`config.mk`:
```
export PLATFORM = sky130hd
export DESIGN_NAME = load_store_unit
export DESIGN_NICKNAME = d
export VERILOG_FILES = /design/src/rtl/load_store_unit.sv
export SDC_FILE = /design/constraint.sdc
export NUM_CORES = 1
export LEC_CHECK = 0
export ABC_AREA = 1
export CAP_MARGIN = 20
export CELL_PAD_IN_SITES_DETAIL_PLACEMENT = 0
export CELL_PAD_IN_SITES_GLOBAL_PLACEMENT = 1
export CORE_UTILIZATION = 35
export DETAILED_ROUTE_END_ITERATION = 8
export GPL_TIMING_DRIVEN = 0
export PLACE_DENSITY = 0.87
export SLEW_MARGIN = 40
export SYNTH_ARGS = -nofsm -noshare
export SYNTH_HDL_FRONTEND = slang
export SYNTH_SLANG_ARGS = --single-unit
```
`constraint.sdc`:
```
create_clock -name clk -period 2.8 [get_ports clk]
set_input_delay 0.7 -clock clk [delete_from_list [all_inputs] [get_ports clk]]
set_output_delay 0.7 -clock clk [all_outputs]
set_load 0.03 [all_outputs]
```
`src/rtl/load_store_unit.sv`:
```
// Load/store unit: turns a decoded load/store into one valid/ready data-memory
// transaction, with store lane steering, load extension and fault reporting.
module load_store_unit #(
  parameter int TIMEOUT = 255,
  parameter int ADDR_W  = 32
) (
  input  logic              clk,
  input  logic              rst_n,
  input  logic              req_read,
  input  logic              req_write,
  input  logic [2:0]        funct3,
  input  logic [ADDR_W-1:0] addr,
  input  logic [31:0]       wdata,
  output logic              lsu_busy,
  output logic              load_valid,
  output logic [31:0]       load_data,
  output logic              fault_valid,
  output logic [1:0]        fault_code,
  output logic              mem_req_valid,
  input  logic              mem_req_ready,
  output logic              mem_req_we,
  output logic [ADDR_W-1:0] mem_addr,
  output logic [31:0]       mem_wdata,
  output logic [3:0]        mem_wstrb,
  input  logic              mem_rsp_valid,
  input  logic [31:0]       mem_rsp_rdata
);

  localparam int CNT_W = (TIMEOUT > 1) ? $clog2(TIMEOUT + 1) : 1;

  typedef enum logic [1:0] {IDLE, REQ, RSP, DONE} state_t;

  state_t           state;
  logic [CNT_W-1:0] tmo_cnt;
  logic [1:0]       size_q;
  logic             unsigned_q;
  logic [1:0]       offset_q;

  logic        req_any;
  logic        illegal;
  logic        misaligned;
  logic        timeout_hit;
  logic [31:0] st_wdata;
  logic [3:0]  st_wstrb;
  logic [31:0] rsp_shift;
  logic [31:0] load_ext;

  always_comb begin
    req_any    = req_read | req_write;
    // funct3[1:0]==11 is never legal; stores additionally reject all unsigned forms
    illegal    = (req_read & req_write) | (funct3[1:0] == 2'b11) |
                 (req_write & funct3[2]) | (funct3 == 3'b110);
    misaligned = ((funct3[1:0] == 2'b01) & addr[0]) |
                 ((funct3[1:0] == 2'b10) & (addr[1:0] != 2'b00));
    timeout_hit = (TIMEOUT != 0) && (tmo_cnt == CNT_W'(TIMEOUT - 1));

    st_wdata = wdata;
    st_wstrb = 4'b1111;
    case (funct3[1:0])
      2'b00: begin
        st_wdata = {4{wdata[7:0]}};
        st_wstrb = 4'b0001 << addr[1:0];
      end
      2'b01: begin
        st_wdata = {2{wdata[15:0]}};
        st_wstrb = 4'b0011 << addr[1:0];
      end
      default: ;
    endcase

    rsp_shift = mem_rsp_rdata >> {offset_q, 3'b000};
    case (size_q)
      2'b00:   load_ext = {{24{~unsigned_q & rsp_shift[7]}}, rsp_shift[7:0]};
      2'b01:   load_ext = {{16{~unsigned_q & rsp_shift[15]}}, rsp_shift[15:0]};
      default: load_ext = mem_rsp_rdata;
    endcase
  end

  // Combinational in IDLE so the stall appears in the same cycle as the request.
  assign lsu_busy = ((state == IDLE) & req_any) | (state == REQ) | (state == RSP);

  always_ff @(posedge clk or negedge rst_n) begin
    if (!rst_n) begin
      state         <= IDLE;
      tmo_cnt       <= '0;
      size_q        <= 2'b00;
      unsigned_q    <= 1'b0;
      offset_q      <= 2'b00;
      load_valid    <= 1'b0;
      load_data     <= '0;
      fault_valid   <= 1'b0;
      fault_code    <= 2'b00;
      mem_req_valid <= 1'b0;
      mem_req_we    <= 1'b0;
      mem_addr      <= '0;
      mem_wdata     <= '0;
      mem_wstrb     <= '0;
    end else begin
      load_valid  <= 1'b0;
      fault_valid <= 1'b0;
      case (state)
        IDLE: begin
          if (req_any) begin
            if (illegal) begin
              state       <= DONE;
              fault_valid <= 1'b1;
              fault_code  <= 2'b11;
            end else if (misaligned) begin
              state       <= DONE;
              fault_valid <= 1'b1;
              fault_code  <= 2'b01;
            end else begin
              state         <= REQ;
              tmo_cnt       <= '0;
              size_q        <= funct3[1:0];
              unsigned_q    <= funct3[2];
              offset_q      <= addr[1:0];
              mem_req_valid <= 1'b1;
              mem_req_we    <= req_write;
              mem_addr      <= {addr[ADDR_W-1:2], 2'b00};
              mem_wdata     <= req_write ? st_wdata : 32'd0;
              mem_wstrb     <= req_write ? st_wstrb : 4'b0000;
            end
          end
        end
        REQ: begin
          if (timeout_hit) begin
            state         <= DONE;
            mem_req_valid <= 1'b0;
            fault_valid   <= 1'b1;
            fault_code    <= 2'b10;
          end else begin
            tmo_cnt <= tmo_cnt + 1'b1;
            if (mem_req_ready) begin
              state         <= RSP;
              mem_req_valid <= 1'b0;
            end
          end
        end
        RSP: begin
          // Timeout takes priority over a response arriving on the same edge.
          if (timeout_hit) begin
            state       <= DONE;
            fault_valid <= 1'b1;
            fault_code  <= 2'b10;
          end else if (mem_rsp_valid) begin
            state <= DONE;
            if (!mem_req_we) begin
              load_valid <= 1'b1;
              load_data  <= load_ext;
            end
          end else begin
            tmo_cnt <= tmo_cnt + 1'b1;
          end
        end
        DONE: begin
          state      <= IDLE;
          fault_code <= 2'b00;
        end
        default: state <= IDLE;
      endcase
    end
  end

endmodule
```
# Yosys cells after proc, flatten, opt, wreduce, memory -nomap -nowiden
# Index checks and enable logic that the tools add are counted.
totals:
  regBits: 119
  latchBits: 0
  ram_bits: 0
  romBits: 0
  elab_cells: 109
  mem_count: 0
op_classes:
  n_addsub: 1
  n_mul: 0
  div_mod_pow: 0
  magnitude_cmp: 0
  eq_ne: 19
  shift: 3
  mux: 40
  bitwise: 19
  n_reduce_logical: 13
op_table:
  columns: ["operator", "n"]
  rows:
  - ["32-bit case mux with 2 select lines", 2]
  - ["8-bit 2-to-1 mux", 6]
  - ["32-bit 2-to-1 mux", 1]
  - ["32-bit by 5-bit right shift with 16-bit output", 1]
  - ["8-bit case mux with 3 select lines", 1]
  - ["2-bit 2-to-1 mux", 11]
  - ["1-bit 2-to-1 mux", 13]
  - ["2-bit != test (second input constant)", 6]
  - ["3-bit != test (second input constant)", 3]
  - ["8-bit by 1-bit adder with 8-bit output (second input constant)", 1]
  - ["2-bit equality test (second input constant)", 4]
  - ["8-bit equality test (second input constant)", 1]
  - ["2-bit case mux with 4 select lines", 1]
  - ["4-bit case mux with 2 select lines", 1]
  - ["4-bit AND reduction", 2]
  - ["1-bit bitwise AND", 7]
  - ["1-bit bitwise OR", 7]
  - ["7-bit AND reduction", 1]
  - ["2-bit by 1-bit equality test with 1-bit output (second input constant)", 3]
  - ["2-bit zero test", 3]
  - ["2-bit case mux with 3 select lines", 1]
  - ["3-bit AND reduction", 2]
  - ["1-bit NOT", 5]
  - ["5-bit AND reduction", 1]
  - ["other kinds (9)", 11]

# Logic depth before layout (Yosys ltp)
# Gate-level depths: netlist of the first run.
logic_depth:
  depth_word: 7
  mapped_depth: 11
  ltp_nobuf: 11

# Worst setup path after synthesis of the first run
# Ideal clock, no wire load.
synth_timing:
  path_kind: "register to output"
  from: "register state[0]"
  to: "output lsu_busy"
  t_arrival_ns: 1.211
  t_required_ns: 2.100
  slack_ns: 0.889
  path_stages_with_launch: 7
  n_path_buf: 0
  cell_sequence: "dfrtp_1 -> inv_1 -> ha_1 -> inv_1 -> nor2_1 -> inv_1 -> nand2_1"
synth_via:
  elab_chain_cells: 4
  word_cells_on_any_way: 6
synth_rtl:
  columns: ["element", "line_no", "text"]
  rows:
  - ["from (decl)", "33", "state_t state;"]
  - ["from (signal assigned)", "84", "state <= IDLE;"]
  - ["from (signal assigned)", "105", "state <= DONE;"]
  - ["from (signal assigned)", "109", "state <= DONE;"]
  - ["2-bit zero test", "80", "assign lsu_busy = ((state == IDLE) & req_any) | (state == REQ) | (state == RSP);"]
  - ["1-bit bitwise AND", "80", null]
  - ["1-bit bitwise OR", "80", null]
  - ["1-bit bitwise OR (*)", "80", null]
  - ["to (decl)", "14", "output logic lsu_busy,"]
# Mark *: on every way between the ends. The rest lies on a longest branch, timed or not.

# Final worst setup path of the first run
# Ends and elaborated chain as after synthesis.

==> results.yml, run 1 <==
outcome:
  outcome: "complete, no violations"
worst_setup_path:
  cp_slowest_cell: "dfrtp_1"
  path_cells: "inv_1 -> ha_1 -> inv_1 -> nor2_1 -> inv_1 -> nand2_1 -> clkbuf_2"
  max_stage_delay_ns: 0.43
  crit_arrival_ns: 1.90
  crit_top_cell: "inv_1"
  crit_fanout: 5
  worstPathRequired_ns: 2.10
  endpoint_kind: "primary output"
  start_kind: "register"
  critPathKind: "reg2out"
yosys:
  synth_edf_count: 0
  ys_types: 32
  syn_inst: 872
  ys.flop_type: "dfrtp_1"
  ys_warn_count: 0
  yosysTopAreaCell: "dfrtp_1"
  synth_top_cells_by_area: "dfrtp_1, nand2_1, nand3_1"
  synthArstFlopShare_pct: 100
  seq_area_frac_synth_pct: 47.3
  synth-seq-cells: 119
  avgSynthCellArea_um2: 7.22
  netlist_area_um2: 6290
  synth_top_area_share_pct: 47.3
timing:
  rsz0062_at_grt: "no"
  fin_skew_ns: 0.00786
  setup_viol: 0
  period_needed_ns: 2.60
  achievable-frequency_ghz: 0.385
  worstMarginPinSlew_ns: 0.518
  period_share_pct: 92.8
  hold_viol: 0
  slew_headroom_pct: 65.4
  slew_viol_final: 0
  whs_ns: 0.0435
floorplanning:
  dieArea_um2: 18500
  start_util_pct: 36.1
  core_um2: 17400
  rows: 48
  die_width_um: 136
  io_pins: 212
  die_h_um: 136
power:
  power_density_nw_per_um2: 1150
  netSwitchingFraction_pct: 44.2
  power_mw: 10.7
  switchingPower_mw: 4.74
  irDropWorstVdd_mv: 0.548
  internal_power_mw: 5.99
  p_leak_nw: 4.61
  share_comb_of_total_power_pct: 52.2
  power_frac_seq_pct: 27.3
  clockPowerShare_pct: 20.5
cts:
  cts-hold-fix-buffers: 0
  clk_path_buf_depth: 2
  cts_tree: "built"
  clkTransAtPathRegs_ns: 0.06
  cts.sinks: 119
  clk_latency_ns: 0.42
  cts-root-buf: "clkbuf_16"
  numCtsBuffers: 17
  htreeDepth: 4
route:
  totalWireLength_um: 19400
  drc_errors: 0
  drtAntennaViolNets: 0
  firstDrtPassIters: 5
  viasPerCell: 4.65
  vias: 6237
  routedWlPerCell_um: 14.5
  drt_iter0_markers: 400
finish:
  drive_above_1_share_pct: 6.82
  syn2layout_area_growth_pct: 48.0
  nNetsFinal: 1215
  regArea_um2: 2980
  antennaDiodeCount: 0
  layout_common_cells: "nand2_1, clkdlybuf4s50_1, dfrtp_1"
  final_common_cell: "nand2_1"
  multiInputGateArea_um2: 2790
  nFillCells: 1716
global_route:
  grtUsageTotal_pct: 21.4
  use_met1_pct: 28.4
  grt.overflow.total: 0
  grt_util_met3_pct: 3.95
  grt_max_degree: 72
  busiest_layer: "met2"
  use_met2_pct: 35.0
  antenna_found_initial: 0
  grt_pass1_wl_um: 30500
  grt_pass1_vias: 5841
min_path:
  hold_path.class: "in2async"
placed_design:
  port_buffers: 209
  place_congestion: 0.881
  dp.final_hpwl_um: 14300
flow_run:
  drv_cap: 0
## cell usage after synthesis, types with 8 or more instances
cell type and instances:
nor2_1 87, inv_1 77, a21oi_1 36, nand2_1 322, nor3_1 16, nand3_1 67
dfrtp_1 119, clkbuf_1 19, buf_2 14, o21ai_0 34, or2_0 20, o211ai_1 8
## cells by family (layout without fill, tap and decap cells)
| family | after synthesis | after routing | share of synthesized area [%] |
|---|---|---|---|
| compound gates | 88 | 88 | 7.83 |
| simple gates | 528 | 528 | 34.7 |
| fa+ha+maj | 7 | 7 | 1.39 |
| buf+inv | 127 | 369 | 8.39 |
| xor+xnor | 2 | 2 | 0.278 |
| other cells | 1 | 2 | 0.0596 |
| flops | 119 | 119 | 47.3 |
## critical path: cells and delay by family, from the launching register on
kind | cells | cell delay, ns
buf+inv | 4 | 0.54
flops | 1 | 0.43
simple gates | 2 | 0.27
fa+ha+maj | 1 | 0.25
## power groups by stage
| stage | clock [mW] | sequential, mW | combinational (mW) |
|---|---|---|---|
| after floorplan | 0 | 4.30 | 1.96 |
| after global placement | 0 | 2.94 | 5.58 |
| after detailed placement | 0 | 2.95 | 5.64 |
| after CTS | 2.24 | 2.94 | 5.65 |
| after global routing | 2.31 | 3.03 | 6.10 |
| final | 2.20 | 2.93 | 5.60 |
## final timing paths
kind | startpoint | end | slack [ns] | cells past startpoint
hold / removal | rst_n | mem_addr[27] | 0.04 | 1
setup / recovery | state[0] | lsu_busy | 0.20 | 7
hold reg to reg | mem_addr[28] | mem_addr[28] | 0.47 | 2
max in group asynchronous | rst_n | mem_wdata[4] | 1.95 | 3
setup reg to reg | state[0] | mem_addr[4] | 0.81 | 10
min in group clk | mem_addr[28] | mem_addr[28] | 0.47 | 2
## per-layer routing
metal  wire length (um)  share of wire [%]
met5                  0                  0
met4                258                1.3
met3               1050                5.4
met2               9310                 48
met1               8770                 45
## flip-flops by register name (all words and copies together) (netlist names)
signal / cells
load_data: 32
mem_wdata: 32
mem_addr: 30
tmo_cnt: 8
mem_wstrb: 4
fault_code: 2
offset_q: 2
size_q: 2
state: 2
fault_valid: 1
load_valid: 1
mem_req_valid: 1
mem_req_we: 1
unsigned_q: 1
## what timing repair did
item | in CTS | in global routing
buffers inserted | 0 | 0
setup endpoints to repair | 1 | 1
gates resized for setup | 2 | 1
## metrics by stage
| stage | worst slack, ns | std cells | area, um2 | TNS [ns] | util (%) |
|---|---|---|---|---|---|
| floorplan | 0.889 | 873 | 6300 | 0 | - |
| global placement | -3.85 | 1307 | 8670 | -457.58 | 49.8 |
| detailed placement | -0.229 | 1309 | 8730 | -0.229 | 50.1 |
| CTS | 0.0240 | 1340 | 9320 | 0 | 53.5 |
| global route | 0.0372 | 1340 | 9310 | 0 | 53.5 |
| finish | 0.201 | 1340 | 9310 | 0 | 53.5 |
## layout make-up
class / instances / share of cell area (%)
Inverter: 81 / 3.27
Buffer: 46 / 2.41
Tap cell: 225 / 3.02
Multi-Input combinational cell: 627 / 30.0
Clock buffer: 18 / 4.72
Clock inverter: 13 / 1.57
Sequential cell: 119 / 32.0
Timing Repair Buffer: 211 / 23.1
Power figures use the tool's default switching activity.
==> run 2: changes to the inputs <==
CELL_PAD_IN_SITES_DETAIL_PLACEMENT = 2   (was 0)
CELL_PAD_IN_SITES_GLOBAL_PLACEMENT = 2   (was 1)
CORE_UTILIZATION = 27   (was 35)
==> run 2 against run 1 <==
Critical path depth unchanged; die area rose by 29%; sequential power increased by 2%; first-iteration DRC count down 51%; wire length up 33%; core utilization decreased by 12 points; sequential share of layout area decreased by 0.41 points; register-to-register slack got worse by 0.13 ns; design area increased by 1.3%; clock-buffer cell count stayed put; clock skew decreased by 0.00073 ns; fmax down 1.3%.
==> results.yml, run 2 (synthesis results as in run 1) <==
timing:
  slew_headroom_pct: 58.5
  fin_skew_ns: 0.00713
  slew_viol_final: 0
  period_needed_ns: 2.63
  setup_viol: 0
  rsz0062_at_grt: "no"
  worstMarginPinSlew_ns: 0.623
  period_share_pct: 94.1
  achievable-frequency_ghz: 0.380
  hold_viol: 0
global_route:
  antenna_found_initial: 2
  grt_max_degree: 62
  grtUsageTotal_pct: 22.2
  grt_pass1_wl_um: 40900
  grt_pass1_vias: 7454
  grt.overflow.total: 0
worst_setup_path:
  endpoint_kind: "primary output"
  worstRegToRegCells: 10
  crit_top_cell: "inv_1"
  worstReg2RegEnd: "load_data[17]"
  crit_arrival_ns: 1.93
  worstPathRequired_ns: 2.10
  cp_slowest_cell: "dfrtp_1"
  ff2ff_setup_slack_ns: 0.68
  path_cells: "inv_1 -> ha_4 -> inv_1 -> nor2_1 -> inv_1 -> nand2_1 -> clkdlybuf4s18_2"
  crit_fanout: 5
  r2r-start: "state[0]"
  start_kind: "register"
  critPathKind: "reg2out"
  max_stage_delay_ns: 0.44
cts:
  numCtsBuffers: 17
  postCtsSetupBuffers: 0
  clkTransAtPathRegs_ns: 0.06
  cts_tree: "built"
  cts.sinks: 119
  clk_latency_ns: 0.42
  clk_path_buf_depth: 2
  cts-root-buf: "clkbuf_16"
  htreeDepth: 4
route:
  drc_errors: 0
  drtAntennaViolNets: 0
  vias: 6721
  routedWlPerCell_um: 18.1
  drt_iter0_markers: 197
  totalWireLength_um: 25900
  firstDrtPassIters: 4
  viasPerCell: 4.70
finish:
  reg_top3: "load_data: 32 flops, mem_wdata: 32 flops, mem_addr: 30 flops"
  drive_above_1_share_pct: 6.91
  fin_area_um2: 9430
  syn2layout_area_growth_pct: 49.9
  layout_common_cells: "nand2_1, clkdlybuf4s50_1, dfrtp_1"
  instances_no_fill: 1430
  nNetsFinal: 1214
  nFillCells: 2606
  final_common_cell: "nand2_1"
placed_design:
  place_area_um2: 8810
  place_inst: 1396
  port_buffers: 209
  place_congestion: 0.795
  dp.final_hpwl_um: 19100
floorplanning:
  io_pins: 212
  rows: 55
  dieArea_um2: 23900
  start_util_pct: 27.6
  die_width_um: 155
  core_um2: 22800
  die_h_um: 155
flow_run:
  drv_cap: 0
outcome:
  outcome: "complete, no violations"
min_path:
  hold_path.class: "in2async"
power:
  p_leak_nw: 4.62
  irDropWorstVdd_mv: 0.461
  power_density_nw_per_um2: 1180
-- run 2: cell count changes in the layout (fill, tap and decap cells not counted), sizes merged --
cell / change
clkinvlp: -4
inv: +3
clkinv: +2
diode: +2
buf: -1
clkbuf: -1
clkdlybuf4s18: +1
-- run 2: cell type report --
type	count	area [um2]	area share, %
clock inverter	14	163	1.72
antenna	2	5.00	0.0531
multi-input combinational	627	2800	29.7
buffer	46	224	2.37
inverter	81	304	3.22
sequential	119	2980	31.6
timing repair buffer	210	2120	22.5
tap	313	392	4.15
clock buffer	18	439	4.66
-- run 2: worst max path at each step --
stage	startpoint	to	cells past startpoint
finish	state[0]	lsu_busy	7
global route	state[0]	lsu_busy	7
CTS	state[0]	lsu_busy	7
floorplan	state[0]	lsu_busy	6
detailed placement	req_write	lsu_busy	6
global placement	rst_n	mem_wdata[25]	1
-- run 2: layer usage --
| layer | part of all wire, % | GRT usage (%) | wire length [um] |
|---|---|---|---|
| met4 | 2.3 | 9.10 | 586 |
| met1 | 43 | 26.7 | 11100 |
| met2 | 52 | 39.5 | 13400 |
| met5 | 0 | 0 | 0 |
| met3 | 3.0 | 3.42 | 787 |
-- run 2: timing repair --
action	4_1_cts	5_1_grt
gates resized for setup	3	3
pin swaps	0	0
hold buffers	0	0
setup endpoints to repair	1	1
-- run 2: power breakdown --
part           internal (mW)  leakage, nW  switching (mW)
clock                   1.36        0.295           0.929
combinational           2.18         2.84            3.70
sequential              2.50         1.48           0.479
-- run 2: worst max-delay path, delay by kind of cell, from the launching register on --
kind	cells	cell delay, ns
buffers and inverters	4	0.65
DFF	1	0.44
and+or+nand+nor	2	0.23
adders and majority gates	1	0.19
-- run 2: stage by stage --
stage / setup slack (ns) / power, mW / hold WS, ns / util [%] / setup TNS, ns
2_1_floorplan: 0.889 / 6.26 / 0.404 / - / 0
3_3_place_gp: -4.05 / 8.61 / 0.453 / 38.5 / -480.66
3_5_place_dp: -0.173 / 8.87 / 0.458 / 38.7 / -0.173
4_1_cts: 0.0504 / 11.2 / 0.217 / 41.3 / 0
5_1_grt: 0.0520 / 11.8 / 0.234 / 41.4 / 0
6_report: 0.166 / 11.2 / 0.215 / 41.4 / 0
